===== src/rtl/arcade_input_pkg.sv =====
// Shared constants, PS/2 key maps and types for the arcade player-input front end.
package arcade_input_pkg;

  localparam int unsigned BTN_W     = 8;
  localparam int unsigned BTN_R     = 0;
  localparam int unsigned BTN_L     = 1;
  localparam int unsigned BTN_D     = 2;
  localparam int unsigned BTN_U     = 3;
  localparam int unsigned BTN_FIRE1 = 4;
  localparam int unsigned BTN_FIRE2 = 5;
  localparam int unsigned BTN_START = 6;
  localparam int unsigned BTN_COIN  = 7;

  // Extended scancodes: bit 8 set means an E0-prefixed key
  localparam logic [8:0] SC_P0_R      = 9'h174;
  localparam logic [8:0] SC_P0_L      = 9'h16B;
  localparam logic [8:0] SC_P0_D      = 9'h172;
  localparam logic [8:0] SC_P0_U      = 9'h175;
  localparam logic [8:0] SC_P0_FIRE1A = 9'h014;
  localparam logic [8:0] SC_P0_FIRE1B = 9'h029;
  localparam logic [8:0] SC_P0_FIRE2  = 9'h011;
  localparam logic [8:0] SC_P0_START  = 9'h016;
  localparam logic [8:0] SC_P0_COIN   = 9'h02E;
  localparam logic [8:0] SC_P1_R      = 9'h02B;
  localparam logic [8:0] SC_P1_L      = 9'h023;
  localparam logic [8:0] SC_P1_D      = 9'h02D;
  localparam logic [8:0] SC_P1_U      = 9'h034;
  localparam logic [8:0] SC_P1_FIRE1  = 9'h01C;
  localparam logic [8:0] SC_P1_FIRE2  = 9'h01B;
  localparam logic [8:0] SC_P1_START  = 9'h01E;
  localparam logic [8:0] SC_P1_COIN   = 9'h036;

  typedef enum logic [1:0] {IDLE, PULSE, GAP} coin_state_t;

  typedef struct packed {
    logic       hit;
    logic [1:0] player;
    logic [2:0] idx;
  } key_hit_t;

  function automatic key_hit_t key_decode(input logic [8:0] code);
    key_hit_t k;
    k     = '0;
    k.hit = 1'b1;
    case (code)
      SC_P0_R:      k.idx = 3'(BTN_R);
      SC_P0_L:      k.idx = 3'(BTN_L);
      SC_P0_D:      k.idx = 3'(BTN_D);
      SC_P0_U:      k.idx = 3'(BTN_U);
      SC_P0_FIRE1A: k.idx = 3'(BTN_FIRE1);
      SC_P0_FIRE1B: k.idx = 3'(BTN_FIRE1);
      SC_P0_FIRE2:  k.idx = 3'(BTN_FIRE2);
      SC_P0_START:  k.idx = 3'(BTN_START);
      SC_P0_COIN:   k.idx = 3'(BTN_COIN);
      SC_P1_R:      begin k.player = 2'd1; k.idx = 3'(BTN_R);     end
      SC_P1_L:      begin k.player = 2'd1; k.idx = 3'(BTN_L);     end
      SC_P1_D:      begin k.player = 2'd1; k.idx = 3'(BTN_D);     end
      SC_P1_U:      begin k.player = 2'd1; k.idx = 3'(BTN_U);     end
      SC_P1_FIRE1:  begin k.player = 2'd1; k.idx = 3'(BTN_FIRE1); end
      SC_P1_FIRE2:  begin k.player = 2'd1; k.idx = 3'(BTN_FIRE2); end
      SC_P1_START:  begin k.player = 2'd1; k.idx = 3'(BTN_START); end
      SC_P1_COIN:   begin k.player = 2'd1; k.idx = 3'(BTN_COIN);  end
      default:      k.hit = 1'b0;
    endcase
    return k;
  endfunction

endpackage


===== src/rtl/coin_shaper.sv =====
// Per-player coin shaper: edge detect, saturating credit queue and a
// PULSE/GAP sequencer sharing one down-counter.
module coin_shaper
  import arcade_input_pkg::*;
#(
  parameter logic [15:0] PULSE_CYC = 16'd4,
  parameter logic [15:0] GAP_CYC   = 16'd3,
  parameter logic [2:0]  Q_MAX     = 3'd3
) (
  input  logic clk_i,
  input  logic rst_ni,
  input  logic coin_raw_i,
  output logic coin_active_o
);

  coin_state_t state_q, state_d;
  logic [15:0] cnt_q, cnt_d;
  logic [2:0]  pend_q, pend_d;
  logic        coin_q;
  logic        edge_c, take_c;

  always_ff @(posedge clk_i or negedge rst_ni) begin
    if (!rst_ni) begin
      state_q       <= IDLE;
      cnt_q         <= '0;
      pend_q        <= '0;
      coin_q        <= 1'b0;
      coin_active_o <= 1'b0;
    end else begin
      state_q       <= state_d;
      cnt_q         <= cnt_d;
      pend_q        <= pend_d;
      coin_q        <= coin_raw_i;
      coin_active_o <= (state_d == PULSE);
    end
  end

  always_comb begin
    state_d = state_q;
    cnt_d   = cnt_q;
    take_c  = 1'b0;
    edge_c  = coin_raw_i & ~coin_q;
    pend_d  = pend_q;

    unique case (state_q)
      IDLE: begin
        if (pend_q != 3'd0) begin
          state_d = PULSE;
          cnt_d   = PULSE_CYC - 16'd1;
          take_c  = 1'b1;
        end
      end
      PULSE: begin
        if (cnt_q == 16'd0) begin
          state_d = GAP;
          cnt_d   = GAP_CYC - 16'd1;
        end else begin
          cnt_d = cnt_q - 16'd1;
        end
      end
      GAP: begin
        if (cnt_q == 16'd0) state_d = IDLE;
        else                cnt_d   = cnt_q - 16'd1;
      end
      default: state_d = IDLE;
    endcase

    // A simultaneous new credit and dequeue cancel out
    if (edge_c && !take_c) begin
      if (pend_q < Q_MAX) pend_d = pend_q + 3'd1;
    end else if (!edge_c && take_c) begin
      pend_d = pend_q - 3'd1;
    end
  end

endmodule


===== src/rtl/arcade_input_map.sv =====
// Arcade player-input front end: PS/2 key decode, USB/DB pad merge, coin shaping.
// Optional autofire on fire1 is built when ARCADE_INPUT_AUTOFIRE_EN is defined.
module arcade_input_map
  import arcade_input_pkg::*;
#(
  parameter int unsigned NPLAYERS   = 2,
  parameter logic [15:0] COIN_PULSE = 16'd60000,
  parameter logic [15:0] COIN_GAP   = 16'd60000,
  parameter logic [2:0]  COIN_QMAX  = 3'd3,
  parameter logic [19:0] AF_HALF    = 20'd300000
) (
  input  logic                  clk_sys,
  input  logic                  Reset_I,
  input  logic [10:0]           ps2_key,
  input  logic [NPLAYERS*8-1:0] joy_usb,
  input  logic [NPLAYERS*8-1:0] joy_db,
  input  logic [NPLAYERS-1:0]   db_ena,
  input  logic [NPLAYERS-1:0]   af_ena,
  output logic [NPLAYERS*8-1:0] ply_n
);

  localparam int unsigned PW = BTN_W;

  logic                          tog_q;
  logic [NPLAYERS-1:0][PW-1:0]   key_q, key_d;
  logic [NPLAYERS-1:0][PW-1:0]   usb_c, db_c, raw_c;
  logic [NPLAYERS-1:0][6:0]      out_q, out_d;
  logic [NPLAYERS-1:0]           fire_c, coin_act;
  logic [PW-1:0]                 pad_c;
  int unsigned                   n_db_c;
  key_hit_t                      hit_c;

  assign usb_c = joy_usb;
  assign db_c  = joy_db;

  // A change of ps2_key[10] marks a new key event
  always_comb begin
    key_d = key_q;
    hit_c = key_decode(ps2_key[8:0]);
    if ((ps2_key[10] != tog_q) && hit_c.hit) begin
      for (int unsigned p = 0; p < NPLAYERS; p++) begin
        if (hit_c.player == 2'(p)) key_d[p][hit_c.idx] = ps2_key[9];
      end
    end
  end

  // USB pads shift down past players that are taken by a DB pad
  always_comb begin
    raw_c  = '0;
    pad_c  = '0;
    n_db_c = 0;
    for (int unsigned p = 0; p < NPLAYERS; p++) begin
      n_db_c = 0;
      for (int unsigned q = 0; q < p; q++) n_db_c = n_db_c + 32'(db_ena[q]);
      pad_c = '0;
      if (db_ena[p]) begin
        pad_c = db_c[p];
      end else begin
        for (int unsigned u = 0; u < NPLAYERS; u++) begin
          if (u + n_db_c == p) pad_c = usb_c[u];
        end
      end
      raw_c[p] = pad_c | key_q[p];
    end
  end

`ifdef ARCADE_INPUT_AUTOFIRE_EN
  logic [NPLAYERS-1:0][19:0] af_cnt_q, af_cnt_d;
  logic [NPLAYERS-1:0]       af_ph_q, af_ph_d;

  always_comb begin
    af_cnt_d = af_cnt_q;
    af_ph_d  = af_ph_q;
    fire_c   = '0;
    for (int unsigned p = 0; p < NPLAYERS; p++) begin
      if (af_ena[p] && raw_c[p][BTN_FIRE1]) begin
        if (af_cnt_q[p] == AF_HALF - 20'd1) begin
          af_cnt_d[p] = '0;
          af_ph_d[p]  = ~af_ph_q[p];
        end else begin
          af_cnt_d[p] = af_cnt_q[p] + 20'd1;
        end
      end else begin
        af_cnt_d[p] = '0;
        af_ph_d[p]  = 1'b1;
      end
      fire_c[p] = raw_c[p][BTN_FIRE1] & af_ph_q[p];
    end
  end

  always_ff @(posedge clk_sys or negedge Reset_I) begin
    if (!Reset_I) begin
      af_cnt_q <= '0;
      af_ph_q  <= '1;
    end else begin
      af_cnt_q <= af_cnt_d;
      af_ph_q  <= af_ph_d;
    end
  end
`else
  logic unused_af_c;
  assign unused_af_c = ^{af_ena, AF_HALF};

  always_comb begin
    fire_c = '0;
    for (int unsigned p = 0; p < NPLAYERS; p++) fire_c[p] = raw_c[p][BTN_FIRE1];
  end
`endif

  always_comb begin
    out_d = out_q;
    for (int unsigned p = 0; p < NPLAYERS; p++) begin
      out_d[p] = ~{raw_c[p][BTN_START], raw_c[p][BTN_FIRE2], fire_c[p], raw_c[p][BTN_U:BTN_R]};
    end
  end

  always_ff @(posedge clk_sys or negedge Reset_I) begin
    if (!Reset_I) begin
      tog_q <= 1'b0;
      key_q <= '0;
      out_q <= '1;
    end else begin
      tog_q <= ps2_key[10];
      key_q <= key_d;
      out_q <= out_d;
    end
  end

  for (genvar p = 0; p < NPLAYERS; p++) begin : g_ply
    coin_shaper #(
      .PULSE_CYC (COIN_PULSE),
      .GAP_CYC   (COIN_GAP),
      .Q_MAX     (COIN_QMAX)
    ) u_coin (
      .clk_i         (clk_sys),
      .rst_ni        (Reset_I),
      .coin_raw_i    (raw_c[p][BTN_COIN]),
      .coin_active_o (coin_act[p])
    );
    assign ply_n[p*PW +: PW] = {~coin_act[p], out_q[p]};
  end

endmodule

===== config.mk =====
export PLATFORM = sky130hd
export DESIGN_NAME = arcade_input_map
export DESIGN_NICKNAME = d
export VERILOG_FILES = /design/src/rtl/arcade_input_pkg.sv /design/src/rtl/coin_shaper.sv /design/src/rtl/arcade_input_map.sv
export SDC_FILE = /design/constraint.sdc
export NUM_CORES = 1
export LEC_CHECK = 0
export CAP_MARGIN = 10
export CORE_MARGIN = 5
export CORE_UTILIZATION = 50
export CTS_BUF_LIST = sky130_fd_sc_hd__clkbuf_8
export DETAILED_ROUTE_END_ITERATION = 7
export DONT_BUFFER_PORTS = 1
export SYNTH_ARGS = -nofsm -noshare
export SYNTH_HDL_FRONTEND = slang
export SYNTH_SLANG_ARGS = --single-unit

===== constraint.sdc =====
create_clock -name clk_sys -period 3.75 [get_ports clk_sys]
set_clock_uncertainty 0.05 [all_clocks]
set_input_delay 0.1875 -clock clk_sys [delete_from_list [all_inputs] [get_ports clk_sys]]
set_output_delay 0.1875 -clock clk_sys [all_outputs]
set_load 0.01 [all_outputs]

# Word-level counts from Yosys, hierarchy flattened
# Index checks and enable logic that the tools add are counted.
# totals
out_inout_bits	16
in_bits	49
register_bits	77
word_cells	141
# classes
bitwise	10
eq_ne	32
add_sub_neg	7
muxes	37
magnitude_cmp	4
reduce_logical	36
# op_table
cell	count
$mux 16	6
$pmux 16 s3	2
$eq 9x6->1 const B	7
$eq 9x5->1 const B	6
$eq 9x9->1 const B	4
$logic_not 16->1	2
$mux 8	4
$sub 16x1->16 const B	2
$pmux 3 s7	1
$mux 3	6
$reduce_or 17->1	1
$bwmux 8	2
$or 8x8->8	2
$not 7->7	2
$eq 2x1->1 const B	6
$mux 2	6
$pmux 2 s3	2
$reduce_bool 3->1	4
$reduce_or 2->1	6
$ne 2x2->1 const B	4
$reduce_and 2->1	4
$reduce_or 8->1	1
$mux 1	7
$add 3x1->3 const B	2
other kinds (17)	37

# Longest topological paths before layout
# Gate-level depths: netlist of run 1.
# depth
depth_word	10
depth_mapped	10
ltp_nobuf	8

# Hierarchy
# A second synthesis of run 1 with hierarchy kept.
# hier_totals
hier_cells	528
hier_area_um2	5034.8
# modules_own_cells
module	n_inst	cells_each	seq_area_each_um2	area_per_inst_um2
arcade_input_map	1	173	793.3	1868.0
coin_shaper at g_ply[1].u_coin	1	183	575.6	1615.3
coin_shaper at g_ply[0].u_coin	1	172	575.6	1551.5

# Worst setup path after synthesis of run 1
# Ideal clock, no wire load.
# synth_timing
path_kind	flip-flop to flip-flop
startpoint	register g_ply[0].u_coin.cnt_q[0]
endpoint	register g_ply[0].u_coin.cnt_q[5]
t_arrival_ns	2.167
slack_ns	1.399
synth_period_minus_slack_ns	2.351
stages_incl_launch_ff	10
path_buffers	1
required_ns	3.567
setup_ns	0.133
cell_sequence	dfrtp_1 -> inv_1 -> ha_1 -> or4b_1 -> nor4b_2 -> a311o_1 -> clkbuf_1 -> nor3_1 -> xnor2_1 -> nor2_1
# synth_between
elab_chain_cells	3
word_cells_on_any_way	7
cone_classes	add/sub (1); eq/ne (1); mux (3); reduce/logical (2)
# synth_lines
item	line_no	text
start: declaration	coin_shaper.sv:17	logic [15:0] cnt_q, cnt_d;
start signal: assignment	coin_shaper.sv:31	cnt_q <= cnt_d;
$sub 16x1->16 / $logic_not 16->1 (equally long branches)	-	
$mux 16 (tied with other cells)	coin_shaper.sv:62	if (cnt_q == 16'd0) state_d = IDLE;
$pmux 16 s3 / $reduce_and 3->1 (equally long branches)	-	
# Several ways; a longest one is shown, not always the timed one. The select of a mux whose other input is x is not followed.
# A chain may end at the register's enable or synchronous reset.

# Worst setup path in the final report of run 1
# layout_timing
startpoint	register g_ply[0].u_coin.cnt_q[0]
endpoint	register g_ply[0].u_coin.cnt_q[11]
# Same word-level chain as after synthesis.

==> metrics.csv, run 1 <==
stage,metric,value,unit
cts,post-cts resize count,0,
worst_setup_path,crit-path max cell delay,0.52,ns
synth,Yosys top cell area share,33.1,%
routing,DR iter-0 viols,183,
global_routing,largest net degree at the start of global routing,78,
worst_setup_path,Buf/Inv on CP,1,
routing,"wirelength, routed",10800,µm
worst_setup_path,CP max FO,13,
cts,CTS root buffer,clkbuf_8,
layout,Total Nets Final,603,
synth,most frequent cell after synthesis,dfrtp_1,
layout,Syn-to-layout area delta,13.3,%
sta,final worst path period share,73.2,%
cts,setup bufs post-CTS,0,
synth,Yosys top cell by area,dfrtp_1,
cts,Sink Count,77,
cts,CTS H-tree lvls,3,
power_and_ir_drop,PwrDens,483,nW/µm²
layout,share of cells above drive strength 1,13.4,%
power_and_ir_drop,clock power share,29.3,%
synth,syn nets,588,
power_and_ir_drop,Switching Power,870,µW
placement,I/O Buffers,0,
routing,WL/cell,16.0,µm
run_status,run status,"complete, no violations",
routing,DRC,0,
global_routing,vias in the first global route,3714,
placement,GPL Wtd Cong,0.828,
cts,total CTS buffers,9,
global_routing,first-pass GRT wire length,18400,µm
sta,setup TNS,0,ns
run,max cap viols,0,
synth,mux contribution to synthesized area,8.19,%
cts,worst-skew pair later-pin latency,0.35,ns
sta,Rel. slew slack,28.2,%
synth,area share of fa/ha/maj cells after synthesis,4.41,%
floorplanning,Die Span X,108,µm
sta,Final setup viols,0,
routing,routed vias/inst,5.69,
global_routing,grt ovf,0,
synth,mapped cell area,4770,µm²
floorplanning,chip height,108,µm
power_and_ir_drop,Sw Ratio,33.4,%
global_routing,initial antenna violation count,0,
power_and_ir_drop,peak supply drop,0.000237,V
synth,ranking of synthesized cells by area,"dfrtp_1 (33%), dfstp_2 (7.7%), mux2_2 (7.6%)",
floorplanning,# rows,35,
cts,CTS Buffer Depth,2,
floorplanning,core area,9280,µm²
worst_setup_path,"delay-heaviest family, CP",simple AND/OR/NAND/NOR gates,
sta,RSZ-0062 raised after global routing,no,
synth,sequential share of the synthesized area,40.8,%
worst_setup_path,Worst Path Required,3.98,ns
synth,number of synthesized flops with an enable pin,0,
synth,Post-Synth XOR/XNOR Area,2.57,%
synth,Async SR Flop Fraction,100,%
synth,syn avg cell area,9.08,µm²
power_and_ir_drop,leak pwr,0.00218,µW
worst_setup_path,Worst Path Arrival,2.97,ns
cts,CTS clock-pin slew for the worst setup and hold paths,0.09,ns
power_and_ir_drop,combinational group share of total power,27.3,%
layout,Antenna diodes,0,
power_and_ir_drop,sequential share of power,43.4,%
synth,Synth Warn #,0,
synth,Synth top cells by count,"dfrtp_1 (63), nor2_1 (62), o21ai_0 (39)",
synth,compound-cell area share of the yosys netlist,17.8,%
synth,Post-Synthesis Cells,525,
worst_setup_path,slowest cell on the critical path,nor4b_2,
floorplanning,Initial Utilization,51.3,%
synth,"Top FF cell, synth",dfrtp_1,
worst_hold_path,Hold Path Class,in2reg,
worst_setup_path,Crit. End Element,flip-flop,
sta,final hold vios,0,
synth,largest family of logic cells by synthesized area,simple AND/OR/NAND/NOR gates,
worst_setup_path,crit start category,flip-flop,
sta,Worst Tran Pin Value,1.07,ns
power_and_ir_drop,internal power,1740,µW
synth,post-synthesis cell type count,62,
floorplanning,Die ar.,11600,µm²
routing,number of nets with antenna violations after routing,0,
floorplanning,io pins,65,
routing,DR pass1 iterations,6,
worst_setup_path,Worst Setup Path Type,reg2reg,
sta,final worst slack,1.00,ns
cts,TritonCTS clock tree,built,
global_routing,gr usage total,19.8,%
placement,pre-CTS setup slack,0.939,ns
sta,Pins Over Slew Limit,0,
routing,via count,3838,
synth,Synth Area in Simple Gates,21.8,%
sta,FMAX,364,MHz
sta,fin crit period,2.75,ns
placement,HPWL Detailed,7410,µm
worst_setup_path,crit-path cells,"inv_1, ha_1, or4b_1, nor4b_2, a31oi_1, nand2_1, o21ai_0, a21oi_1",
synth,Yosys reg bits,77,
-- per-stage QoR --
stage	utilization (%)	total power (µW)	cells	instance area, µm²	hold WS, ns
after floorplan	-	1670	525	4770	-0.158
after global placement	51.8	1770	625	4810	-0.156
after detailed placement	51.8	1800	625	4810	-0.156
after CTS	58.1	2620	673	5390	0.000843
after global routing	58.2	2790	674	5400	0.00978
final	58.2	2610	674	5400	0.0268
-- timing repair --
item | CTS | global route
hold buffers | 32 | 0
setup endpoints to repair | 0 | 0
endpoints found under the hold margin | 108 | 0
-- layout make-up --
| cell class | count | area (µm²) |
|---|---|---|
| Clock buffer | 9 | 124 |
| Fill cell | 836 | 3880 |
| Tap cell | 129 | 161 |
| Inverter | 22 | 82.6 |
| Multi-Input combinational cell | 396 | 2620 |
| Clock inverter | 7 | 116 |
| Timing Repair Buffer | 34 | 353 |
| Sequential cell | 77 | 1940 |
-- flip-flops by register name (all words and copies together) (netlist names) --
register / flops
g_ply.u_coin.coin_q: 2
g_ply.u_coin.state_q: 4
g_ply.u_coin.coin_active_o: 2
g_ply.u_coin.cnt_q: 32
tog_q: 1
g_ply.u_coin.pend_q: 6
key_q: 16
ply_n: 14
-- metal layers --
layer	GRT usage [%]	share of wire, %	wire length (µm)	up-vias
met5	0	0	0	-
met4	5.95	1.7	179	0
met3	3.36	3.0	325	17
met2	30.6	47	5060	69
met1	28.4	48	5220	1834
li1	-	-	-	1918
-- cells by family after synthesis --
group | after synthesis
simple gates | 201
compound gates | 130
flops | 77
buf+inv | 52
mux | 35
fa+ha+maj | 16
xor+xnor | 14
-- power groups by stage --
| stage | Sequential (µW) | Combinational, µW | Clock, µW |
|---|---|---|---|
| 2_1_floorplan | 1080 | 588 | 0 |
| 3_3_place_gp | 1140 | 629 | 0 |
| 3_5_place_dp | 1150 | 651 | 0 |
| 4_1_cts | 1130 | 713 | 780 |
| 5_1_grt | 1160 | 817 | 816 |
| 6_report | 1130 | 711 | 762 |
-- path summary, 6_finish.rpt --
check	startpoint	end	slack (ns)	cells after the start
setup / recovery	g_ply[0].u_coin.cnt_q[0]$_DFFE_PN0P_	g_ply[0].u_coin.cnt_q[11]$_DFFE_PN0P_	1.00	8
hold / removal	joy_db[9]	ply_n[9]$_DFF_PN1_	0.03	2
setup reg to reg	g_ply[0].u_coin.cnt_q[0]$_DFFE_PN0P_	g_ply[0].u_coin.cnt_q[11]$_DFFE_PN0P_	1.00	8
hold reg to reg	key_q[12]$_DFFE_PN0P_	ply_n[12]$_DFF_PN1_	0.33	1
max in group asynchronous	Reset_I	ply_n[9]$_DFF_PN1_	2.96	2
min in group asynchronous	Reset_I	g_ply[0].u_coin.pend_q[1]$_DFFE_PN0P_	0.32	2
-- cell usage in the layout (no fill, tap or decap), types with 6 or more instances in the layout --
cell type,instances
or3_1,9
a21o_1,6
nor2_1,62
o21ai_0,39
nor2b_1,10
ha_1,12
xnor2_1,9
inv_1,23
nand2b_1,13
nor3_1,23
dlygate4sd3_1,31
dfstp_2,14
nor4_1,10
dfrtp_1,63
nand2_1,34
a21oi_1,27
a211oi_1,13
mux2_2,32
nand3_1,6
clkbuf_8,9
No activity file was read; power rests on OpenSTA's default activity.
==> run 2, diff against run 1 <==
--- a/config.mk
+++ b/config.mk
@@ -5,6 +5,7 @@
 export SDC_FILE = /design/constraint.sdc
 export NUM_CORES = 1
 export LEC_CHECK = 0
+export ABC_AREA = 1
 export CAP_MARGIN = 10
 export CORE_MARGIN = 5
 export CORE_UTILIZATION = 50
==> constraint.sdc (replaced) <==
create_clock -name clk_sys -period 2.6 [get_ports clk_sys]
set_clock_uncertainty 0.05 [all_clocks]
set_input_delay 0.13 -clock clk_sys [delete_from_list [all_inputs] [get_ports clk_sys]]
set_output_delay 0.13 -clock clk_sys [all_outputs]
set_load 0.01 [all_outputs]
==> metrics.csv, run 2 <==
stage,metric,value,unit,change
worst_hold_path,hold path cells,2,,unchanged
synth,Synth top cells by count,"nand2_1 (170), nor2_1 (85), inv_1 (83)",,"was dfrtp_1 (63), nor2_1 (62), o21ai_0 (39)"
routing,DRC,0,,unchanged
cts,TritonCTS clock tree,built,,unchanged
synth,Yosys top cell area share,33.4,%,was 33.1%
synth,Synth Warn #,0,,unchanged
worst_setup_path,Worst Path Required,2.83,ns,was 3.98 ns
worst_setup_path,crit start category,input pin,,was flip-flop
cts,CTS H-tree lvls,3,,unchanged
synth,Post-Synthesis Cells,641,,was 525
power_and_ir_drop,PwrDens,636,nW/µm²,was 483 nW/µm²
synth,number of synthesized flops with an enable pin,0,,unchanged
layout,Largest register FFs,32,,unchanged
layout,"non-filler cells, final",811,,was 674
floorplanning,# rows,35,,unchanged
floorplanning,io pins,65,,unchanged
synth,sequential share of the synthesized area,41.2,%,was 40.8%
cts,setup bufs post-CTS,0,,unchanged
layout,fin util,58.4,%,was 58.2%
layout,Reg area,1940,µm²,unchanged
sta,Rel. slew slack,55.1,%,was 28.2%
routing,via count,4190,,was 3838
worst_setup_path,CP max FO,16,,was 13
synth,Yosys top cell by area,dfrtp_1,,unchanged
routing,WL/cell,13.9,µm,was 16.0 µm
sta,final worst path period share,86.6,%,
worst_setup_path,CP Launch Point,db_ena[0],,was g_ply[0].u_coin.cnt_q[0]$_DFFE_PN0P_
synth,syn avg cell area,7.36,µm²,was 9.08 µm²
cts,total CTS buffers,9,,unchanged
synth,post-synthesis cell type count,39,,was 62
worst_setup_path,RR Startpoint,g_ply[0].u_coin.pend_q[1]$_DFFE_PN0P_,,was g_ply[0].u_coin.cnt_q[0]$_DFFE_PN0P_
power_and_ir_drop,leak pwr,0.00264,µW,was 0.00218 µW
placement,HPWL Detailed,8140,µm,was 7410 µm
routing,DR iter-0 viols,118,,was 183
routing,"wirelength, routed",11300,µm,was 10800 µm
worst_hold_path,min-delay src,db_ena[0],,was joy_db[9]
worst_setup_path,Worst Setup Path Type,in2reg,,was reg2reg
worst_setup_path,worst reg2reg setup slack,0.51,ns,was 1.00 ns
floorplanning,Initial Utilization,51.1,%,was 51.3%
layout,register name with the most flops,g_ply.u_coin.cnt_q,,unchanged
placement,GPL Wtd Cong,0.887,,was 0.828
floorplanning,Die Span X,107,µm,was 108 µm
sta,fin crit period,2.25,ns,
worst_setup_path,Reg2Reg Depth,8,,unchanged
run_status,run status,"complete, no violations",,unchanged
worst_hold_path,Hold Path Class,in2reg,,unchanged
sta,Pins Over Slew Limit,0,,unchanged
layout,"most common cell after layout, fill and taps aside",nand2_1,,was dfrtp_1
sta,final hold vios,0,,unchanged
synth,ranking of synthesized cells by area,"dfrtp_1 (33%), nand2_1 (14%), dfstp_2 (7.8%)",,"was dfrtp_1 (33%), dfstp_2 (7.7%), mux2_2 (7.6%)"
synth,syn nets,704,,was 588
global_routing,first-pass GRT wire length,19300,µm,was 18400 µm
layout,fill count,852,,was 836
layout,Total Nets Final,740,,was 603
cts,post-cts resize count,0,,unchanged
power_and_ir_drop,peak supply drop,0.000294,V,was 0.000237 V
synth,"Top FF cell, synth",dfrtp_1,,unchanged
sta,Min Hold Slack,0.00545,ns,was 0.0268 ns
global_routing,grt ovf,0,,unchanged
cts,CTS clock-pin slew for the worst setup and hold paths,0.10,ns,was 0.09 ns
routing,DR pass1 iterations,4,,was 6
layout,Syn-to-layout area delta,14.3,%,was 13.3%
layout,Antenna diodes,0,,unchanged
global_routing,gr usage total,20.9,%,was 19.8%
layout,most frequent cells in the layout,"nand2_1 (170), nor2_1 (85), inv_1 (83), dfrtp_1 (63), nand3_1 (52)",,"was dfrtp_1 (63), nor2_1 (62), o21ai_0 (39), nand2_1 (34), mux2_2 (32)"
sta,Worst Tran Pin Value,0.671,ns,was 1.07 ns
sta,FMAX,444,MHz,
cts,# hold bufs at CTS,35,,was 32
sta,setup TNS,0,ns,unchanged
placement,I/O Buffers,0,,unchanged
routing,routed vias/inst,5.17,,was 5.69
synth,mapped cell area,4720,µm²,was 4770 µm²
worst_setup_path,Worst Path Arrival,2.48,ns,was 2.97 ns
cts,CTS root buffer,clkbuf_8,,unchanged
global_routing,initial antenna violation count,0,,unchanged
cts,Sink Count,77,,unchanged
synth,Async SR Flop Fraction,100,%,unchanged
global_routing,largest net degree at the start of global routing,78,,unchanged
sta,Final setup viols,0,,unchanged
placement,post-placement cell count,760,,was 625
worst_setup_path,Crit. End Element,flip-flop,,unchanged
sta,RSZ-0062 raised after global routing,no,,unchanged
run,max cap viols,0,,unchanged
synth,Yosys reg bits,77,,unchanged
floorplanning,Die ar.,11500,µm²,was 11600 µm²
layout,multi-input logic area,2390,µm²,was 2620 µm²
floorplanning,core area,9240,µm²,was 9280 µm²
cts,CTS Buffer Depth,2,,unchanged
floorplanning,chip height,107,µm,was 108 µm
global_routing,vias in the first global route,4160,,was 3714
cts,worst-skew pair later-pin latency,0.36,ns,was 0.35 ns
routing,number of nets with antenna violations after routing,0,,unchanged
synth,most frequent cell after synthesis,nand2_1,,was dfrtp_1
layout,share of cells above drive strength 1,9.53,%,was 13.4%
[run 2: power breakdown]
| group | total [µW] | leakage [µW] | internal (µW) | switching (µW) |
|---|---|---|---|---|
| Sequential | 1530 | 0.000905 | 1380 | 145 |
| Clock | 959 | 0.0000973 | 457 | 502 |
| Combinational | 942 | 0.00163 | 362 | 580 |
| Total | 3430 | 0.00264 | 2200 | 1230 |
[run 2: cells by family after synthesis]
kind of cell / synth area share [%]
buf+inv: 8.19
flops: 41.2
fa+ha+maj: 4.03
xor+xnor: 2.60
simple gates: 31.2
compound gates: 12.5
mux: 0.239
[run 2: area by class of cell]
class,instances,area share [%]
multi-input cells,467,44.3
inverters,87,6.06
clock inverters,7,1.48
well taps,129,2.99
repair buffers,35,6.82
flip-flops and latches,77,36.1
clock buffers,9,2.30
[run 2: worst max-delay path, stage by stage]
cell and delay [ns]:
dlygate4sd3_1 0.75, inv_1 0.20, nand2_1 0.09, nand2_1 0.12
nand2_1 0.08, nor2_1 0.14, inv_1 0.10, fa_1 0.39
or2_2 0.30, nand3_1 0.09, xnor2_1 0.11
[run 2: final timing paths]
kind,to
worst max-delay path,g_ply[0].u_coin.pend_q[2]$_DFFE_PN0P_
worst min-delay path,ply_n[9]$_DFF_PN1_
worst max register to register,g_ply[0].u_coin.pend_q[2]$_DFFE_PN0P_
worst min register to register,ply_n[9]$_DFF_PN1_
max in group asynchronous,ply_n[3]$_DFF_PN1_
min in group asynchronous,g_ply[1].u_coin.cnt_q[6]$_DFFE_PN0P_
[run 2: metrics by stage]
step	area (µm²)	setup WS, ns	power [µW]
2_1_floorplan	4720	0.687	2210
3_3_place_gp	4820	0.584	2370
3_5_place_dp	4820	0.524	2400
4_1_cts	5390	0.376	3450
5_1_grt	5390	0.0989	3670
6_report	5390	0.348	3430
[run 2: layer usage]
layer	GRT usage [%]	up-vias	routed length, µm
li1	-	2125	-
met1	26.8	1967	5090
met2	34.9	82	5430
met3	4.46	16	548
met4	7.03	0	188
met5	0	-	0
